[src/rtl/cpu_pkg.sv]
// Shared definitions for the RV32I core: data width, reset vector, bubble word and
// fetch state encoding.
package cpu_pkg;

    localparam int unsigned XLEN = 32;

    localparam logic [XLEN-1:0] RESET_PC = 32'h0000_0000;
    localparam logic [XLEN-1:0] NOP_INST = 32'h0000_0013;  // addi x0,x0,0

    typedef logic [1:0] fetch_state_t;
    localparam fetch_state_t F_IDLE   = 2'd0;
    localparam fetch_state_t F_STREAM = 2'd1;
    localparam fetch_state_t F_HELD   = 2'd2;

    function automatic logic [XLEN-1:0] align_pc(input logic [XLEN-1:0] addr);
        return addr & ~32'h0000_0003;
    endfunction

endpackage

[src/rtl/fetch_stage_if.sv]
// Instruction-memory port plus the IF/ID pipeline register outputs of the fetch stage.
interface fetch_stage_if;

    logic                     imem_en;
    logic [cpu_pkg::XLEN-1:0] imem_addr;
    logic [cpu_pkg::XLEN-1:0] imem_rdata;
    logic                     ifid_valid;
    logic [cpu_pkg::XLEN-1:0] ifid_inst;
    logic [cpu_pkg::XLEN-1:0] ifid_pc;
    logic [cpu_pkg::XLEN-1:0] ifid_pc4;

    modport master (
        output imem_en, imem_addr, ifid_valid, ifid_inst, ifid_pc, ifid_pc4,
        input  imem_rdata
    );

    modport slave (
        input  imem_en, imem_addr, ifid_valid, ifid_inst, ifid_pc, ifid_pc4,
        output imem_rdata
    );

endinterface

[src/rtl/fetch_skid.sv]
// One-entry holding buffer for the word that returns from memory while the pipe is stalled.
module fetch_skid
    import cpu_pkg::*;
(
    input  logic            clk,
    input  logic            rst,
    input  logic            i_capture,
    input  logic            i_release,
    input  logic            i_clear,
    input  logic [XLEN-1:0] i_inst,
    input  logic [XLEN-1:0] i_pc,
    output logic [XLEN-1:0] o_inst,
    output logic [XLEN-1:0] o_pc
);

    logic [XLEN-1:0] r_inst;
    logic [XLEN-1:0] r_pc;

    always_ff @(posedge clk) begin
        if (rst || i_clear || i_release) begin
            r_inst <= NOP_INST;
            r_pc   <= '0;
        end else if (i_capture) begin
            r_inst <= i_inst;
            r_pc   <= i_pc;
        end
    end

    assign o_inst = r_inst;
    assign o_pc   = r_pc;

endmodule

[src/rtl/fetch_stage.sv]
// Instruction fetch: PC register, 1-cycle synchronous imem interface and IF/ID register,
// with stall absorption through fetch_skid and EX-resolved redirects.
module fetch_stage
    import cpu_pkg::*;
(
    input  logic            clk,
    input  logic            rst,
    input  logic            stall,
    input  logic            redirect,
    input  logic [XLEN-1:0] redirect_target,
    fetch_stage_if.master   bus
);

    logic [XLEN-1:0] r_pc;
    logic [XLEN-1:0] r_inflight_pc;
    fetch_state_t    r_state;

    logic            r_ifid_valid;
    logic [XLEN-1:0] r_ifid_inst;
    logic [XLEN-1:0] r_ifid_pc;
    logic [XLEN-1:0] r_ifid_pc4;

    logic            w_normal;
    logic            w_capture;
    logic            w_release;
    logic [XLEN-1:0] w_buf_inst;
    logic [XLEN-1:0] w_buf_pc;

    assign w_normal  = ~rst & ~redirect & ~stall;
    assign w_capture = ~rst & ~redirect & stall & (r_state == F_STREAM);
    assign w_release = w_normal & (r_state == F_HELD);

    fetch_skid u_skid (
        .clk       (clk),
        .rst       (rst),
        .i_capture (w_capture),
        .i_release (w_release),
        .i_clear   (redirect),
        .i_inst    (bus.imem_rdata),
        .i_pc      (r_inflight_pc),
        .o_inst    (w_buf_inst),
        .o_pc      (w_buf_pc)
    );

    // Issue is suppressed whenever the pipe cannot accept, so at most one word is ever held.
    assign bus.imem_en   = w_normal;
    assign bus.imem_addr = r_pc;

    always_ff @(posedge clk) begin
        if (rst) begin
            r_pc          <= RESET_PC;
            r_inflight_pc <= '0;
            r_state       <= F_IDLE;
            r_ifid_valid  <= 1'b0;
            r_ifid_inst   <= NOP_INST;
            r_ifid_pc     <= '0;
            r_ifid_pc4    <= '0;
        end else if (redirect) begin
            r_pc         <= align_pc(redirect_target);
            r_state      <= F_IDLE;
            r_ifid_valid <= 1'b0;
            r_ifid_inst  <= NOP_INST;
            r_ifid_pc    <= '0;
            r_ifid_pc4   <= '0;
        end else if (stall) begin
            if (r_state == F_STREAM) begin
                r_state <= F_HELD;
            end
        end else begin
            r_inflight_pc <= r_pc;
            r_pc          <= r_pc + 32'd4;
            r_state       <= F_STREAM;
            case (r_state)
                F_STREAM: begin
                    r_ifid_valid <= 1'b1;
                    r_ifid_inst  <= bus.imem_rdata;
                    r_ifid_pc    <= r_inflight_pc;
                    r_ifid_pc4   <= r_inflight_pc + 32'd4;
                end
                F_HELD: begin
                    r_ifid_valid <= 1'b1;
                    r_ifid_inst  <= w_buf_inst;
                    r_ifid_pc    <= w_buf_pc;
                    r_ifid_pc4   <= w_buf_pc + 32'd4;
                end
                default: begin
                    r_ifid_valid <= 1'b0;
                    r_ifid_inst  <= NOP_INST;
                    r_ifid_pc    <= '0;
                    r_ifid_pc4   <= '0;
                end
            endcase
        end
    end

    assign bus.ifid_valid = r_ifid_valid;
    assign bus.ifid_inst  = r_ifid_inst;
    assign bus.ifid_pc    = r_ifid_pc;
    assign bus.ifid_pc4   = r_ifid_pc4;

endmodule

[src/flat_wrapper.sv]
// flat-port wrapper written by rule: the top's interface ports become plain ports
module fetch_stage_flat import cpu_pkg::*;
  (clk, rst, stall, redirect, redirect_target, bus_imem_en, bus_imem_addr, bus_ifid_valid, bus_ifid_inst, bus_ifid_pc, bus_ifid_pc4, bus_imem_rdata);
  fetch_stage_if bus_i ();
  input  logic clk;
  input  logic rst;
  input  logic stall;
  input  logic redirect;
  input  logic [XLEN-1:0] redirect_target;
  output wire logic [$bits(bus_i.imem_en)-1:0] bus_imem_en;
  output wire logic [$bits(bus_i.imem_addr)-1:0] bus_imem_addr;
  output wire logic [$bits(bus_i.ifid_valid)-1:0] bus_ifid_valid;
  output wire logic [$bits(bus_i.ifid_inst)-1:0] bus_ifid_inst;
  output wire logic [$bits(bus_i.ifid_pc)-1:0] bus_ifid_pc;
  output wire logic [$bits(bus_i.ifid_pc4)-1:0] bus_ifid_pc4;
  input wire logic [$bits(bus_i.imem_rdata)-1:0] bus_imem_rdata;
  assign bus_imem_en = bus_i.imem_en;
  assign bus_imem_addr = bus_i.imem_addr;
  assign bus_ifid_valid = bus_i.ifid_valid;
  assign bus_ifid_inst = bus_i.ifid_inst;
  assign bus_ifid_pc = bus_i.ifid_pc;
  assign bus_ifid_pc4 = bus_i.ifid_pc4;
  assign bus_i.imem_rdata = bus_imem_rdata;
  fetch_stage u_core (.clk(clk), .rst(rst), .stall(stall), .redirect(redirect), .redirect_target(redirect_target), .bus(bus_i));
endmodule
[config.mk]
export PLATFORM = sky130hd
export DESIGN_NAME = fetch_stage_flat
export DESIGN_NICKNAME = d
export VERILOG_FILES = /design/src/rtl/cpu_pkg.sv /design/src/rtl/fetch_stage_if.sv /design/src/rtl/fetch_skid.sv /design/src/rtl/fetch_stage.sv /design/src/flat_wrapper.sv
export SDC_FILE = /design/constraint.sdc
export NUM_CORES = 1
export LEC_CHECK = 0
export ABC_CLOCK_PERIOD_IN_PS = 4230
export CAP_MARGIN = 20
export CORE_ASPECT_RATIO = 1.25
export CORE_MARGIN = 2
export CORE_UTILIZATION = 40
export DETAILED_ROUTE_END_ITERATION = 10
export SYNTH_ARGS = -nofsm -noshare
export SYNTH_HDL_FRONTEND = slang
export SYNTH_SLANG_ARGS = --single-unit
[constraint.sdc]
create_clock -name clk -period 4.23 [get_ports clk]
set_input_delay 1.0575 -clock clk [delete_from_list [all_inputs] [get_ports clk]]
set_output_delay 1.0575 -clock clk [all_outputs]
set_load 0.03 [all_outputs]
Word level (Yosys, flattened, before mapping). Cells that the tools add are included.

Register bits after elaboration: 227. Word-level logic and storage cells: 40.

$add $sub $neg: 3. Equality and inequality tests: 4. Multiplexer cells: 8. Bitwise logic cells: 8. Reduce and logical (&&, ||, !) cells: 6.

Operators by type and width (count): $pmux 32 s2 (3); $add 32x3->32 const B (3); $mux 32 (2); $and 1x1->1 (5); $ne 2x1->1 const B (2); $reduce_or 2->1 (2); $mux 1 (3); $not 1->1 (3); $reduce_or 3->1 (1); $eq 2x1->1 const B (1); $eq 2x2->1 const B (1); $logic_or 1x1->1 (2); $reduce_and 2->1 (1).

Depth between registers and ports, before layout.
Depth after elaboration: 5. Depth in mapped cells: 15. Depth with buffers taken out: 8.

Cells and area by module. From an unflattened synthesis, not the netlist that was laid out.

Cell total of the unflattened synthesis: 1099. Area, all modules: 9655.5 um^2.

Modules (own cells, without submodules): fetch_stage (times used 1, cells each 892, area an instance 7337.0 um^2); fetch_skid (times used 1, cells each 207, area an instance 2318.5 um^2).

Least setup slack after synthesis. Ideal clock, no wire load.

Path kind: input to output. Start point: in redirect. End point: out bus_imem_en. Arrival: 2283 ps. Data required time: 3173 ps. Setup slack: 890 ps. Cell stages on the path: 5. Buffers on the path: 3. Cell sequence: clkbuf_1 or2_2 clkbuf_1 clkbuf_1 nor2_1.

Word-level cells in the longest chain between the ends: 3.

RTL lines: start, declared (line flat_wrapper.sv:8) `input logic redirect;`; $not 1->1 (line fetch_stage.sv:29) `assign w_normal = ~rst & ~redirect & ~stall;`; $and 1x1->1 (2 in a row) (line fetch_stage.sv:29); end, declared (line flat_wrapper.sv:10) `output wire logic [$bits(bus_i.imem_en)-1:0] bus_imem_en;`.

Every way passes these cells.

Worst setup path in the final report.
Start point: in stall. End point: out bus_imem_en.

Word-level cells in the longest chain between the ends: 2.

RTL lines: start, declared (line flat_wrapper.sv:7) `input logic stall;`; $not 1->1 (line fetch_stage.sv:29); $and 1x1->1 (line fetch_stage.sv:29).

Every way passes these cells.

==> qor.yml <==
setup_path:
  reg2reg_from: "u_core.r_state[0]"
  critPathLaunchType: "input port"
  rr_worst_depth: 7
  cp_max_fo: 8
  crit_start: "stall"
  endpoint: "bus_imem_en"
  end_kind: "output pin"
  arrival_ns: 2.31
  r2r_slack_ns: 1.18
  r2r-end: "u_core.bus.ifid_pc4[24]"
  required_ns: 3.17
  setup.worst_path.class: "in2out"
yosys:
  avgSynthCellArea_um2: 8.147
  ys_warn_count: 0
  synth_area_leader_cell: "dfxtp_1"
  ys.flop_type: "dfxtp_1"
  synth_top_area_share_pct: 45.50
  synthTopCellsByCount: "nand2_1, dfxtp_1, a21oi_1"
  ys_types: 62
  netlist_area_um2: 9548
  post-synth-top-count-cell: "nand2_1"
  netlist_instances: 1172
  yosysSeqAreaShare_pct: 45.50
  ys_ff_latch: 217
  synth_area_leaders: "dfxtp_1, nand2_1, a21oi_1, a22oi_1, o21ai_0"
  synth_edf_count: 0
  async_flop_share_pct: 0
cts:
  clock_latency_ns: 0.51
  hold_buffers: 0
  cts_sinks: 217
  cts_setup_buffers: 0
  root_buffer: "clkbuf_16"
  cts_buffers: 23
  clk_path_buf_depth: 3
  cts_tree: "yes"
  cts.clk_slew.worst_paths_ns: 0.06
  cts-resized-gates: 0
  htreeDepth: 1
finish:
  fin_nets: 1396
  fillCellCount: 2289
  multi_input_area_um2: 4833
  seq_area_um2: 4344
  area_growth_pct: 30.89
  antenna_cells: 0
  layout-drive-gt1-share_pct: 6.945
routing:
  wl_met2_um: 12360
  wl_met1_um: 11690
  route.met3.wl_um: 1864
  detail_route.iter0.violations: 416
  ant_nets: 0
  drc: 0
  top_layer_used: "met4"
  wl_per_cell_um: 16.34
  dr.pass1.iters: 5
  totalWireLength_um: 26660
  dr_total_vias: 8688
  viasPerCell: 5.327
sta:
  max_freq_mhz: 296.7
  grt_setup_unrepaired: "false"
  maxSlewHeadroom_pct: 33.82
  slew_viol_final: 0
  setup_ws_ns: 0.8593
  hold_viol: 0
  min_period_over_period_pct: 79.69
  tns_ns: 0
  finalSetupViolations: 0
  finClkSkew_ns: 0.01016
  post-route-min-period_ns: 3.371
  tightest_slew_ns: 0.9927
power_and_ir_drop:
  ir_drop_mv: 0.2709
  clkPwrFrac_pct: 47.3
  p_int_mw: 3.571
  power_switching_share_pct: 23.02
  switching_power_mw: 1.068
  combinationalPowerShare_pct: 7.0
  p_leak_nw: 4.109
  seq_power_share_pct: 45.7
  powerDensity_nw_per_um2: 371.2
place:
  preCtsSetupSlack_ns: 0.6609
  gp_congestion: 0.8659
  dpl.hpwl_um: 17770
  portBuffers: 189
floorplan:
  die_w_um: 142.2
  die_h_um: 176.7
  io_pins: 198
  dieArea_um2: 25130
  core_um2: 23570
  initial_utilization_pct: 40.51
  rows: 63
min_path:
  hold_class: "reg2reg"
  hp-start: "u_core.bus.ifid_valid"
global_routing:
  grt_remaining_overflow: 0
  grt_pass1_vias: 8124
  grt_use_total_pct: 20.44
  grt_max_degree: 91
  antenna_found_initial: 0
  grt_first_pass_wirelength_um: 42120
run:
  cap_violations: 0
outcome:
  status: "complete, no violations"
-- layout by cell type, fill, tap and decap left out, types with 22 or more instances in the layout --
master	instances
clkbuf_16	23
clkdlybuf4s50_1	187
a22oi_1	63
xor2_1	22
nand2_1	300
a21oi_1	104
mux2i_1	28
nor2_1	52
nand3_1	34
dfxtp_1	217
o21ai_0	81
-- layout make-up --
type / count / share of cell area [%]
multi-input combinational: 862 / 38.68
timing repair buffer: 211 / 16.80
tap: 292 / 2.924
clock inverter: 14 / 1.632
clock buffer: 27 / 4.966
sequential: 217 / 34.76
inverter: 8 / 0.2403
-- layer usage --
layer | vias up | global-route usage, %
met5 | - | 0
met2 | 257 | 34.04
met1 | 3978 | 26.55
li1 | 4403 | -
met3 | 50 | 4.248
met4 | 0 | 6.417
-- sequential cells by signal, summed over array words and instances, names as in the netlist, 2 cells and up --
name	cells
u_core.r_inflight_pc	30
u_core.bus.ifid_pc	30
u_core.u_skid.o_inst	32
u_core.bus.ifid_pc4	30
u_core.bus.imem_addr	30
u_core.bus.ifid_inst	32
u_core.r_state	2
u_core.u_skid.o_pc	30
-- worst min-delay path by stage --
stage,endpoint,slack [ns],cells past startpoint
finish,u_core.bus.ifid_valid,0.45,2
detailed placement,u_core.bus.ifid_inst[22],0.44,2
CTS,u_core.bus.ifid_valid,0.45,2
global route,u_core.u_skid.o_inst[9],0.47,2
floorplan,u_core.u_skid.o_inst[10],0.44,2
global placement,u_core.bus.ifid_valid,0.43,2
-- worst max-delay path, cell delays in order --
cell,delay [ns]
clkdlybuf4s50_1,0.56
or2_2,0.38
nor2_1,0.14
buf_4,0.18
-- kinds of logic (layout without fill, tap and decap cells) --
kind of cell / after synthesis / count (layout) / synth area share [%]
compound gates: 305 / 305 / 19.71
xor+xnor: 35 / 35 / 3.211
fa+ha+maj: 5 / 5 / 0.6552
buf+inv: 98 / 260 / 4.429
flops: 217 / 217 / 45.50
mux: 34 / 34 / 3.643
other cells: 1 / 6 / 0.03928
simple gates: 477 / 477 / 22.81
-- power by group through the flow --
stage               Sequential [mW]  Combinational (mW)  Clock (mW)
floorplan                      2.19               0.145           0
global placement               2.17               0.325           0
detailed placement             2.17               0.325           0
CTS                            2.12               0.327        2.24
global route                   2.13               0.350        2.32
finish                         2.12               0.324        2.19
-- metrics by stage --
step | utilization, % | cells | hold WS [ns] | area (um2) | total power [mW]
2_1_floorplan | - | 1177 | 0.4360 | 9567 | 2.336
3_3_place_gp | 49.52 | 1590 | 0.4319 | 11670 | 2.490
3_5_place_dp | 49.52 | 1590 | 0.4414 | 11670 | 2.490
4_1_cts | 53.02 | 1631 | 0.4549 | 12500 | 4.689
5_1_grt | 53.02 | 1631 | 0.4672 | 12500 | 4.791
6_report | 53.02 | 1631 | 0.4462 | 12500 | 4.639
Note: power is estimated with default switching activity, not from simulation.
